$ cat config.mk
export PLATFORM = sky130hd
export DESIGN_NAME = scrambler_ctrl_flat
export DESIGN_NICKNAME = d
export VERILOG_FILES = /design/src/rtl/scrambler_ctrl_if.sv /design/src/rtl/scrambler_ctrl.sv /design/src/flat_wrapper.sv
export SDC_FILE = /design/constraint.sdc
export NUM_CORES = 1
export LEC_CHECK = 0
export ABC_AREA = 1
export BUFFER_PORTS_ARGS = -buffer_cell sky130_fd_sc_hd__buf_2
export CORE_MARGIN = 4
export CORE_UTILIZATION = 47
export DETAILED_ROUTE_END_ITERATION = 10
export PLACE_DENSITY = 0.77
export SLEW_MARGIN = 20
export SYNTH_ARGS = -nofsm -noshare
export SYNTH_HDL_FRONTEND = slang
export SYNTH_SLANG_ARGS = --single-unit
$ cat constraint.sdc
create_clock -name pclk -period 1.15 [get_ports pclk]
set_input_delay 0.0575 -clock pclk [delete_from_list [all_inputs] [get_ports pclk]]
set_output_delay 0.0575 -clock pclk [all_outputs]
set_load 0.05 [all_outputs]
$ cat src/rtl/scrambler_ctrl_if.sv
// Symbol stream bundle between the TX mux, the scrambler controller and the 8b/10b encoder.
// The master side feeds symbols in and drains them; the slave side is the controller.
interface scrambler_ctrl_if;
  logic       in_valid;
  logic       in_ready;
  logic [7:0] in_data;
  logic       in_k;
  logic       in_ts_start;
  logic       out_valid;
  logic       out_ready;
  logic [7:0] out_data;
  logic       out_k;

  modport master (
    output in_valid, in_data, in_k, in_ts_start, out_ready,
    input  in_ready, out_valid, out_data, out_k
  );

  modport slave (
    input  in_valid, in_data, in_k, in_ts_start, out_ready,
    output in_ready, out_valid, out_data, out_k
  );
endinterface

$ cat src/rtl/scrambler_ctrl.sv
// Gen1/Gen2 TX scrambler sequencing: decides per accepted symbol whether the external LFSR
// is re-seeded, advanced or held, and whether the symbol is XORed with the keystream.
module scrambler_ctrl #(
  parameter logic [7:0]  COM_CODE = 8'hBC,
  parameter logic [7:0]  SKP_CODE = 8'h1C,
  parameter int unsigned TS_LEN   = 16
) (
  input  logic       pclk,
  input  logic       reset,
  scrambler_ctrl_if.slave bus,
  input  logic       scr_disable,
  input  logic [7:0] lfsr_key,
  output logic       lfsr_reset,
  output logic       lfsr_advance,
  output logic       ts_active
);
  localparam int unsigned      CNT_W    = $clog2(TS_LEN);
  localparam logic [CNT_W-1:0] CNT_LAST = CNT_W'(TS_LEN - 1);
  localparam logic [CNT_W-1:0] CNT_ONE  = CNT_W'(1);

  typedef enum logic [0:0] {
    ST_DATA = 1'b0,
    ST_TS   = 1'b1
  } state_t;

  state_t           state_r;
  logic [CNT_W-1:0] ts_cnt_r;
  logic             out_valid_r;
  logic [7:0]       out_data_r;
  logic             out_k_r;

  logic             accept_s;
  logic             is_com_s;
  logic             is_skp_s;
  logic             scramble_s;
  logic [7:0]       data_nxt_s;

  assign bus.in_ready  = ~out_valid_r | bus.out_ready;
  assign bus.out_valid = out_valid_r;
  assign bus.out_data  = out_data_r;
  assign bus.out_k     = out_k_r;

  // Symbol classification and LFSR pulses; pulses must be same-cycle so the key stays aligned back-to-back
  always_comb begin
    accept_s     = bus.in_valid & bus.in_ready & ~reset;
    is_com_s     = bus.in_k & (bus.in_data == COM_CODE);
    is_skp_s     = bus.in_k & (bus.in_data == SKP_CODE);
    scramble_s   = ~bus.in_k & (state_r == ST_DATA) & ~scr_disable;
    if (scramble_s) begin
      data_nxt_s = bus.in_data ^ lfsr_key;
    end else begin
      data_nxt_s = bus.in_data;
    end
    lfsr_reset   = accept_s & is_com_s;
    lfsr_advance = accept_s & ~is_com_s & ~is_skp_s;
  end

  // Output register, TS ordered-set tracking and state machine
  always_ff @(posedge pclk or posedge reset) begin
    if (reset) begin
      out_valid_r <= 1'b0;
      out_data_r  <= 8'h00;
      out_k_r     <= 1'b0;
      ts_active   <= 1'b0;
      ts_cnt_r    <= '0;
      state_r     <= ST_DATA;
    end else begin
      if (accept_s) begin
        out_valid_r <= 1'b1;
        out_data_r  <= data_nxt_s;
        out_k_r     <= bus.in_k;
      end else if (bus.out_ready) begin
        out_valid_r <= 1'b0;
      end

      if (accept_s) begin
        if (is_com_s) begin
          // A COM always starts over, aborting any set already in progress
          if (bus.in_ts_start) begin
            state_r   <= ST_TS;
            ts_cnt_r  <= CNT_ONE;
            ts_active <= 1'b1;
          end else begin
            state_r   <= ST_DATA;
            ts_cnt_r  <= '0;
            ts_active <= 1'b0;
          end
        end else begin
          case (state_r)
            ST_TS: begin
              if (ts_cnt_r == CNT_LAST) begin
                state_r   <= ST_DATA;
                ts_cnt_r  <= '0;
                ts_active <= 1'b0;
              end else begin
                ts_cnt_r  <= ts_cnt_r + CNT_ONE;
              end
            end
            ST_DATA: begin
              ts_cnt_r  <= '0;
              ts_active <= 1'b0;
            end
            default: begin
              state_r   <= ST_DATA;
              ts_cnt_r  <= '0;
              ts_active <= 1'b0;
            end
          endcase
        end
      end
    end
  end
endmodule

$ cat src/flat_wrapper.sv
// flat-port wrapper written by rule: the top's interface ports become plain ports
module scrambler_ctrl_flat 
#(
  parameter logic [7:0]  COM_CODE = 8'hBC,
  parameter logic [7:0]  SKP_CODE = 8'h1C,
  parameter int unsigned TS_LEN   = 16
)
  (pclk, reset, scr_disable, lfsr_key, lfsr_reset, lfsr_advance, ts_active, bus_in_valid, bus_in_data, bus_in_k, bus_in_ts_start, bus_out_ready, bus_in_ready, bus_out_valid, bus_out_data, bus_out_k);
  scrambler_ctrl_if bus_i ();
  input  logic pclk;
  input  logic reset;
  input  logic scr_disable;
  input  logic [7:0] lfsr_key;
  output logic lfsr_reset;
  output logic lfsr_advance;
  output logic ts_active;
  input wire logic [$bits(bus_i.in_valid)-1:0] bus_in_valid;
  input wire logic [$bits(bus_i.in_data)-1:0] bus_in_data;
  input wire logic [$bits(bus_i.in_k)-1:0] bus_in_k;
  input wire logic [$bits(bus_i.in_ts_start)-1:0] bus_in_ts_start;
  input wire logic [$bits(bus_i.out_ready)-1:0] bus_out_ready;
  output wire logic [$bits(bus_i.in_ready)-1:0] bus_in_ready;
  output wire logic [$bits(bus_i.out_valid)-1:0] bus_out_valid;
  output wire logic [$bits(bus_i.out_data)-1:0] bus_out_data;
  output wire logic [$bits(bus_i.out_k)-1:0] bus_out_k;
  assign bus_i.in_valid = bus_in_valid;
  assign bus_i.in_data = bus_in_data;
  assign bus_i.in_k = bus_in_k;
  assign bus_i.in_ts_start = bus_in_ts_start;
  assign bus_i.out_ready = bus_out_ready;
  assign bus_in_ready = bus_i.in_ready;
  assign bus_out_valid = bus_i.out_valid;
  assign bus_out_data = bus_i.out_data;
  assign bus_out_k = bus_i.out_k;
  scrambler_ctrl #(.COM_CODE(COM_CODE), .SKP_CODE(SKP_CODE), .TS_LEN(TS_LEN)) u_core (.pclk(pclk), .reset(reset), .bus(bus_i), .scr_disable(scr_disable), .lfsr_key(lfsr_key), .lfsr_reset(lfsr_reset), .lfsr_advance(lfsr_advance), .ts_active(ts_active));
endmodule
==> flow_summary.yaml <==
sta:
  finalSetupViolCount: 15
  worst_slew_pin_slew_ns: 0.314
  timing.final.crit_period_ns: 1.41
  relSlewSlack_pct: 79.0
  finalHoldViolCount: 0
  tns_ns: -1.68
  fmax_ghz: 0.711
  worst_slack_ns: -0.256
  rsz0062_at_grt: "true"
  maxSlewViolCount: 0
  worst_clock_skew_ns: 0.00851
  finalCritPeriodShare_pct: 122
worst_setup_path:
  crit_arrival_ns: 1.35
  timing.rr.start: "u_core.bus.out_valid"
  endpoint_kind: "primary output"
  critPathLaunch: "u_core.bus.out_valid"
  start_kind: "flip-flop"
  crit_type: "reg2out"
  worst-path-max-fanout: 3
  worstPathRequired_ns: 1.09
synthesis:
  synth_seq_area_share_pct: 42.0
  syn_inst: 132
  synth.avg_cell_area_sq_um: 7.21
  synth_cell_types: 20
  yosys_warnings: 0
  ys_ff_latch: 16
  synthesis.nets: 156
  synth_area_sq_um: 952
floorplan:
  die_y_microns: 53.0
  row_count: 16
  core-area_sq_um: 1940
  die_area_sq_um: 2810
  ioPinCount: 37
  die_w_microns: 53.0
  initial_core_util_pct: 49.0
clocking:
  clk_pin_slew_ns: 0.10
  cts_tree: "built"
  clk_path_buf_depth: 2
  clk_latency_ns: 0.30
  numCtsBuffers: 3
  cts_htree_levels: 1
  root_buffer: "clkbuf_4"
  clock_sinks: 16
layout:
  drive_above_1_share_pct: 46.5
  final_nets: 212
  antenna_cells: 0
  nFillCells: 153
  area_growth_pct: 56.5
  fin_area_sq_um: 1490
  utilization_pct: 76.7
  fin_cells: 214
global_route:
  grt_pass1_wl_mm: 4.44
  grt_pass1_vias: 1071
  grt_max_degree: 17
  track_usage_pct: 21.8
  grt_antenna_before_repair: 0
  grt_overflow: 0
run_status:
  violations: "negative setup slack"
  outcome: "complete, but fails checks"
pwr:
  p_leak_nw: 0.779
  cellPowerDensity_nw_per_um2: 1100
  vdd_ir_drop_max_uv: 1070
place:
  dpl_cell_area_sq_um: 1300
  port_buffers: 36
  pre_cts_slack_ns: -0.00577
  dpl.cell_count: 204
  hpwl_mm: 1.86
  gp_congestion: 0.833
route:
  final_antenna_net_count: 0
  firstDrtPassIters: 4
  drcViolationCount: 0
  drtIter0Drc: 12
  wl_mm: 2.61
  vias_per_cell: 4.93
  wl_per_cell_microns: 12.2
  vias: 1056
worst_hold_path:
  hp-class: "in2reg"
  hold_start: "bus_in_ts_start"
flow_run:
  max_cap_viol_count: 0
state kept, by name (all words and copies together) (netlist names):
| signal | flops |
|---|---|
| u_core.ts_active | 1 |
| u_core.bus.out_data | 8 |
| u_core.bus.out_k | 1 |
| u_core.state_r | 1 |
| u_core.bus.out_valid | 1 |
| u_core.ts_cnt_r | 4 |
path summary, 6_finish.rpt:
path	to	slack (ns)	cells past startpoint
setup / recovery	lfsr_advance	-0.26	6
hold / removal	u_core.ts_active	0.04	3
setup reg to reg	u_core.ts_active	-0.16	9
hold reg to reg	u_core.bus.out_data[1]	0.48	2
max in group asynchronous	u_core.bus.out_valid	0.60	4
min in group asynchronous	u_core.bus.out_valid	0.36	4
placed cells by master, fill, tap and decap left out, drive strengths merged:
cell,synthesis,routed
nand4,1,1
nand3,14,14
clkinv,0,1
nor2,13,13
a31oi,4,4
xor2,4,4
nand2,56,56
o21bai,1,1
dlygate4sd3,0,1
ha,1,1
o21ai,3,3
clkbuf,0,4
inv,13,12
a21oi,3,3
buf,3,53
dfrtp,16,16
cell families after synthesis:
kind of cell,count (synthesis),share of synthesized area [%]
adders and majority gates,1,1.31
and+or+nand+nor,84,38.1
AOI/OAI and AO/OA,11,6.57
xor gates and xnor gates,4,3.68
DFF,16,42.0
buffers and inverters,16,8.28
critical path, cell delays in order, from the launching register on:
cell	delay, ns
dfrtp_2	0.45
nand2_8	0.07
nand3_4	0.08
clkinv_4	0.07
nand2_4	0.06
a21oi_4	0.14
buf_6	0.17
synth_stat cells, drive strengths merged:
cell type / n / share of area, %
a21oi: 3 / 1.6
xor2: 4 / 3.7
dfrtp: 16 / 42
nand3: 14 / 8.7
nor2: 13 / 5.7
o21bai: 1 / 0.79
o21ai: 3 / 1.6
nand2: 56 / 23
inv: 13 / 5.4
ha: 1 / 1.3
buf: 3 / 2.9
a31oi: 4 / 2.6
nand4: 1 / 0.66
what timing repair did:
item                                    CTS  global route
buffers inserted                          5             3
gates cloned                              1             0
resized for setup                        17            17
hold endpoints to repair                 16             0
hold buffers                              1             0
endpoints found under the setup margin    8            18
pin swaps                                 3             5
layer usage:
metal  global-route usage [%]  share of wire [%]
met4                     12.3                2.5
met1                     23.5                 39
met2                     40.3                 54
met3                     2.82                4.5
met5                        0                  0
stage by stage:
step           hold slack, ns  total power [mW]
2_1_floorplan         0.00275              1.07
4_1_cts                0.0331              1.61
6_report               0.0403              1.64
3_5_place_dp            0.165              1.24
3_3_place_gp            0.158              1.23
5_1_grt                0.0527              1.72
report_power, final:
group | leakage [nW] | internal, mW | switching, mW
logic | 0.563 | 0.216 | 0.432
registers | 0.201 | 0.624 | 0.0422
clock network | 0.0150 | 0.135 | 0.187
total | 0.779 | 0.975 | 0.661
area by class of cell:
type | instances | area (sq um) | area share (%)
multi-input cells | 100 | 592 | 39.7
flip-flops and latches | 16 | 402 | 27.0
repair buffers | 54 | 383 | 25.7
inverters | 13 | 53.8 | 3.61
well taps | 27 | 33.8 | 2.27
clock buffers | 4 | 26.3 | 1.76
Note: power is estimated with default switching activity, not from simulation.
